==> config.mk <==
export PLATFORM = sky130hd
export DESIGN_NAME = p2p_load_arbiter_flat
export DESIGN_NICKNAME = d
export VERILOG_FILES = /design/src/rtl/p2p_load_arbiter_if.sv /design/src/rtl/p2p_load_arbiter.sv /design/src/flat_wrapper.sv
export SDC_FILE = /design/constraint.sdc
export NUM_CORES = 1
export LEC_CHECK = 0
export CORE_AREA = 2 2 39 41
export CTS_BUF_LIST = sky130_fd_sc_hd__clkbuf_16
export CTS_CLUSTER_SIZE = 24
export DETAILED_ROUTE_END_ITERATION = 8
export DIE_AREA = 0 0 41 43
export PLACE_DENSITY = 0.71
export SLEW_MARGIN = 10
export SYNTH_ARGS = -nofsm -noshare
export SYNTH_HDL_FRONTEND = slang
export SYNTH_SLANG_ARGS = --single-unit
==> constraint.sdc <==
create_clock -name clk -period 1.2 [get_ports clk]
set_input_delay 0.3 -clock clk [delete_from_list [all_inputs] [get_ports clk]]
set_output_delay 0.3 -clock clk [all_outputs]
set_load 0.03 [all_outputs]
==> src/rtl/p2p_load_arbiter_if.sv <==
// Handshake bundle between the two requesters/consumer and p2p_load_arbiter.
// master = requesters + consumer side, slave = arbiter side.
interface p2p_load_arbiter_if #(
  parameter int DATA_W = 8
);
  logic              req_a;
  logic [DATA_W-1:0] data_a;
  logic              gnt_a;
  logic              req_b;
  logic [DATA_W-1:0] data_b;
  logic              gnt_b;
  logic [DATA_W-1:0] load_data;
  logic              shift_enable;
  logic              byte_valid;
  logic              byte_ack;
  logic              timeout;
  logic              busy;

  modport master (
    output req_a, data_a, req_b, data_b, byte_ack,
    input  gnt_a, gnt_b, load_data, shift_enable, byte_valid, timeout, busy
  );

  modport slave (
    input  req_a, data_a, req_b, data_b, byte_ack,
    output gnt_a, gnt_b, load_data, shift_enable, byte_valid, timeout, busy
  );
endinterface

==> src/rtl/p2p_load_arbiter.sv <==
// Round-robin arbiter that loads one of two requester bytes into a shared holding
// register and offers it downstream. Optional HOLD timeout: define P2P_ARB_TIMEOUT_EN.
module p2p_load_arbiter #(
  parameter int DATA_W    = 8
`ifdef P2P_ARB_TIMEOUT_EN
  ,
  parameter int TIMEOUT_W = 8
`endif
) (
  input logic                clk,
  input logic                n_rst,
  p2p_load_arbiter_if.slave  bus
);

  typedef enum logic [1:0] {
    ST_IDLE = 2'd0,
    ST_LOAD = 2'd1,
    ST_HOLD = 2'd2
  } state_t;

  state_t            r_state;
  state_t            w_next;
  logic              r_sel_b;    // current/last winner; doubles as the fairness pointer
  logic              w_req_any;
  logic              w_pick_b;
  logic              w_timeout;
  logic              w_gnt_a;
  logic              w_gnt_b;
  logic [DATA_W-1:0] w_load_data;
  logic              w_shift_enable;
  logic              w_byte_valid;
  logic              w_timeout_out;

  assign w_req_any = bus.req_a | bus.req_b;
  // On a tie the requester that did not win last time gets the slot.
  assign w_pick_b  = bus.req_b & (~bus.req_a | ~r_sel_b);

  // NOTE: state registers use non-blocking assignments and reset asynchronously,
  // so every output decoded from them drops to 0 the moment n_rst falls.
  always_ff @(posedge clk or negedge n_rst) begin
    if (!n_rst) begin
      r_state <= ST_IDLE;
      r_sel_b <= 1'b1;
    end else begin
      r_state <= w_next;
      if (r_state == ST_IDLE && w_req_any) begin
        r_sel_b <= w_pick_b;
      end
    end
  end

`ifdef P2P_ARB_TIMEOUT_EN
  logic [TIMEOUT_W-1:0] r_cnt;

  // Held at zero outside HOLD so it starts cleared on every HOLD entry; saturates.
  always_ff @(posedge clk or negedge n_rst) begin
    if (!n_rst) begin
      r_cnt <= '0;
    end else if (r_state != ST_HOLD) begin
      r_cnt <= '0;
    end else if (!bus.byte_ack && (r_cnt != '1)) begin
      r_cnt <= r_cnt + 1'b1;
    end
  end

  assign w_timeout = (r_state == ST_HOLD) && !bus.byte_ack && (r_cnt == '1);
`else
  assign w_timeout = 1'b0;
`endif

  // NOTE: every signal driven here gets a default first, so no path leaves one
  // unassigned and no latch is inferred.
  always_comb begin
    w_next         = r_state;
    w_gnt_a        = 1'b0;
    w_gnt_b        = 1'b0;
    w_load_data    = '0;
    w_shift_enable = 1'b0;
    w_byte_valid   = 1'b0;
    w_timeout_out  = 1'b0;
    case (r_state)
      ST_IDLE: begin
        if (w_req_any) begin
          w_next = ST_LOAD;
        end
      end
      ST_LOAD: begin
        w_shift_enable = 1'b1;
        w_gnt_a        = ~r_sel_b;
        w_gnt_b        = r_sel_b;
        w_load_data    = r_sel_b ? bus.data_b : bus.data_a;
        w_next         = ST_HOLD;
      end
      ST_HOLD: begin
        w_byte_valid  = 1'b1;
        w_timeout_out = w_timeout;
        if (bus.byte_ack || w_timeout) begin
          w_next = ST_IDLE;
        end
      end
      default: begin
        w_next = ST_IDLE;
      end
    endcase
  end

  assign bus.gnt_a        = w_gnt_a;
  assign bus.gnt_b        = w_gnt_b;
  assign bus.load_data    = w_load_data;
  assign bus.shift_enable = w_shift_enable;
  assign bus.byte_valid   = w_byte_valid;
  assign bus.timeout      = w_timeout_out;
  assign bus.busy         = (r_state != ST_IDLE);

endmodule

==> src/flat_wrapper.sv <==
// flat-port wrapper written by rule: the top's interface ports become plain ports
module p2p_load_arbiter_flat 
#(
  parameter int DATA_W    = 8

)
  (clk, n_rst, bus_req_a, bus_data_a, bus_req_b, bus_data_b, bus_byte_ack, bus_gnt_a, bus_gnt_b, bus_load_data, bus_shift_enable, bus_byte_valid, bus_timeout, bus_busy);
  p2p_load_arbiter_if #(.DATA_W(DATA_W)) bus_i ();
  input logic clk;
  input logic n_rst;
  input wire logic [$bits(bus_i.req_a)-1:0] bus_req_a;
  input wire logic [$bits(bus_i.data_a)-1:0] bus_data_a;
  input wire logic [$bits(bus_i.req_b)-1:0] bus_req_b;
  input wire logic [$bits(bus_i.data_b)-1:0] bus_data_b;
  input wire logic [$bits(bus_i.byte_ack)-1:0] bus_byte_ack;
  output wire logic [$bits(bus_i.gnt_a)-1:0] bus_gnt_a;
  output wire logic [$bits(bus_i.gnt_b)-1:0] bus_gnt_b;
  output wire logic [$bits(bus_i.load_data)-1:0] bus_load_data;
  output wire logic [$bits(bus_i.shift_enable)-1:0] bus_shift_enable;
  output wire logic [$bits(bus_i.byte_valid)-1:0] bus_byte_valid;
  output wire logic [$bits(bus_i.timeout)-1:0] bus_timeout;
  output wire logic [$bits(bus_i.busy)-1:0] bus_busy;
  assign bus_i.req_a = bus_req_a;
  assign bus_i.data_a = bus_data_a;
  assign bus_i.req_b = bus_req_b;
  assign bus_i.data_b = bus_data_b;
  assign bus_i.byte_ack = bus_byte_ack;
  assign bus_gnt_a = bus_i.gnt_a;
  assign bus_gnt_b = bus_i.gnt_b;
  assign bus_load_data = bus_i.load_data;
  assign bus_shift_enable = bus_i.shift_enable;
  assign bus_byte_valid = bus_i.byte_valid;
  assign bus_timeout = bus_i.timeout;
  assign bus_busy = bus_i.busy;
  p2p_load_arbiter #(.DATA_W(DATA_W)) u_core (.clk(clk), .n_rst(n_rst), .bus(bus_i));
endmodule
==> qor.yml <==
postSynth.asyncResetShare_pct: 100
setup_tns_ns: -4.53
areaGrowthSynthToFinish_pct: 215
yosysUniqueCellTypes: 15
crit_chain: "buf_12 -> mux2i_4 -> nor2_2 -> buf_6"
clkPwrFrac_pct: 20.9
worstSetupPathType: "reg2out"
hold_buffers: 0
dr.first_iter.drc_count: 0
antenna_found_initial: 0
clock_skew_ns: 0.00179
clk_latency_ns: 0.22
setup_viol: 13
powerDensity_nw_per_um2: 2800
rsz0062_at_grt: "yes"
synth_nets: 58
drive_above_1_share_pct: 54.3
avgSynthCellArea_um2: 7.68
cts.sinks: 3
hold_viol: 0
yosysSeqAreaShare_pct: 26.9
arrival_ns: 1.34
synth-edff-count: 0
fill_cells: 132
cts-buffers-inserted: 3
dr.pass1.iters: 1
cts_root_buf: "clkbuf_16"
critPathRequiredTime_ns: 0.90
slowest_stage: "dfstp_2"
yosys.cell_count.top_type: "nor2_1"
p_seq_share_pct: 8.1
h-tree-depth: 1
grt_max_degree: 11
netlist.area_leader.share_pct: 28.2
hp-class: "in2async"
grt_pass1_vias: 394
nNetsFinal: 103
yosys_warnings: 0
io_pins: 35
wirelength_um: 1010
power.internal_mw: 1.52
clockBufferDepth: 2
slowest_delay_ns: 0.54
end_kind: "output pin"
wl_per_cell_um: 10.4
syn_area_um2: 284
initial_core_util_pct: 20.5
drv_slew: 0
netlist_top_cells_count: "nor2_1, mux2i_1, inv_1, dfrtp_1, nand2b_1"
ir_worst_vdd_uv: 1860
dr_total_vias: 415
post-route-period-util_pct: 136
gr-total-overflow: 0
synth_ff_type: "dfrtp_1"
yosys-top-cells-area: "mux2i_1, dfrtp_1, nor2_1"
cts.clk_slew.worst_paths_ns: 0.03
dp_hpwl_um: 711
cp_top_family: "flip-flops"
finalWorstSetupSlack_ns: -0.436
fp.dieArea_um2: 1760
num_rows: 14
antenna_left: 0
run_status: "complete, but fails checks"
die-width_um: 41
fin_crit_ns: 1.64
place_inst: 90
antenna-diode-count: 0
cts_tree: "built"
core_um2: 1380
grt_use_total_pct: 13.5
gp_congestion: 0.566
avgViaCountPerCell: 4.28
ys_ff_latch: 3
p_sw_share_pct: 39.2
crit_fanout: 10
r2r-start: "u_core.r_state[1]"
max_freq_mhz: 611
p_switching_mw: 0.982
violations: "setup timing"
grt_pass1_wl_um: 1570
comb_power_share_pct: 71.0
cap_violations: 0
start_kind: "flip-flop"
port_buffers: 33
leakage_nw: 0.410
critical_path.startpoint: "u_core.r_sel_b"
cp_num_buf_inv: 2
synth.largest_area_cell: "mux2i_1"
die_h_um: 43
syn_inst: 37
fin_cells: 97
drc: 0
==> path summary, 6_finish.rpt <==
path	depth (start not counted)	slack (ns)	to
max in group asynchronous	1	0.72	u_core.r_sel_b
min	1	0.26	u_core.r_state[1]
min in group clk	2	0.65	u_core.r_state[1]
max reg2reg	5	0.08	u_core.r_sel_b
min reg2reg	3	0.68	u_core.r_state[0]
max	4	-0.44	bus_load_data[6]
==> cell families (layout without fill, tap and decap cells) <==
group                  Yosys count  after routing  synth area share (%)
buffers and inverters            6             50                  12.3
AND/OR/NAND/NOR                 17             17                  26.4
other                            1              1                  1.32
AO/OA/AOI/OAI                    2              2                  4.84
multiplexers                     8              8                  28.2
flip-flops                       3              3                  26.9
==> final cells by class <==
cell class	count	area, µm²	share of cell area, %
clock buffer	3	75.1	8.40
clock inverter	1	3.75	0.420
tap	16	20.0	2.24
sequential	3	76.3	8.54
timing repair buffer	43	453	50.7
inverter	3	13.8	1.54
multi-input combinational	28	251	28.2
==> layer usage <==
metal / part of all wire, % / vias up / GRT usage (%)
met5: 0 / - / 0
met4: 2.5 / 0 / 10.0
met3: 13 / 3 / 3.66
met2: 54 / 25 / 22.5
met1: 30 / 184 / 12.9
li1: - / 203 / -
==> cell usage in the layout, fill, tap and decap left out <==
cell	count
buf_4	4
mux2i_4	2
nand2b_4	2
o21ai_0	1
mux2i_2	1
nand2_1	1
inv_1	2
dfstp_2	1
nor2_4	2
nor2_2	8
buf_6	18
clkbuf_16	3
or2_1	1
nor2_1	2
o22a_1	1
buf_12	1
inv_2	1
clkdlybuf4s50_1	20
inv_4	1
dfrtp_1	2
nor3b_1	1
conb_1	1
mux2i_1	5
==> state kept, by name, summed over array words and instances (netlist names) <==
| signal | flops |
|---|---|
| u_core.r_state | 2 |
| u_core.r_sel_b | 1 |
==> per-stage QoR <==
step	util (%)	setup WS (ns)	area, µm²	power, mW	hold slack [ns]
2_1_floorplan	-	-0.140	317	1.03	0.00441
6_report	64.6	-0.436	893	2.51	0.260
4_1_cts	60.6	-0.459	838	2.36	0.263
5_1_grt	64.6	-0.479	893	2.65	0.269
3_3_place_gp	48.8	-0.285	676	1.57	0.493
3_5_place_dp	48.8	-0.277	676	1.58	0.499
==> what timing repair did <==
| item | CTS | global route |
|---|---|---|
| hold endpoints to repair | 0 | 0 |
| gates resized for setup | 23 | 14 |
| setup endpoints to repair | 13 | 13 |
| pin swaps | 1 | 1 |
| buffers inserted | 1 | 3 |
==> power groups by stage <==
stage               registers (mW)  logic, mW  clock network, mW
floorplan                    0.201      0.833                  0
global placement             0.193       1.38                  0
detailed placement           0.195       1.38                  0
CTS                          0.202       1.63              0.530
global route                 0.208       1.90              0.542
finish                       0.202       1.78              0.524
No activity file was read; power rests on OpenSTA's default activity.
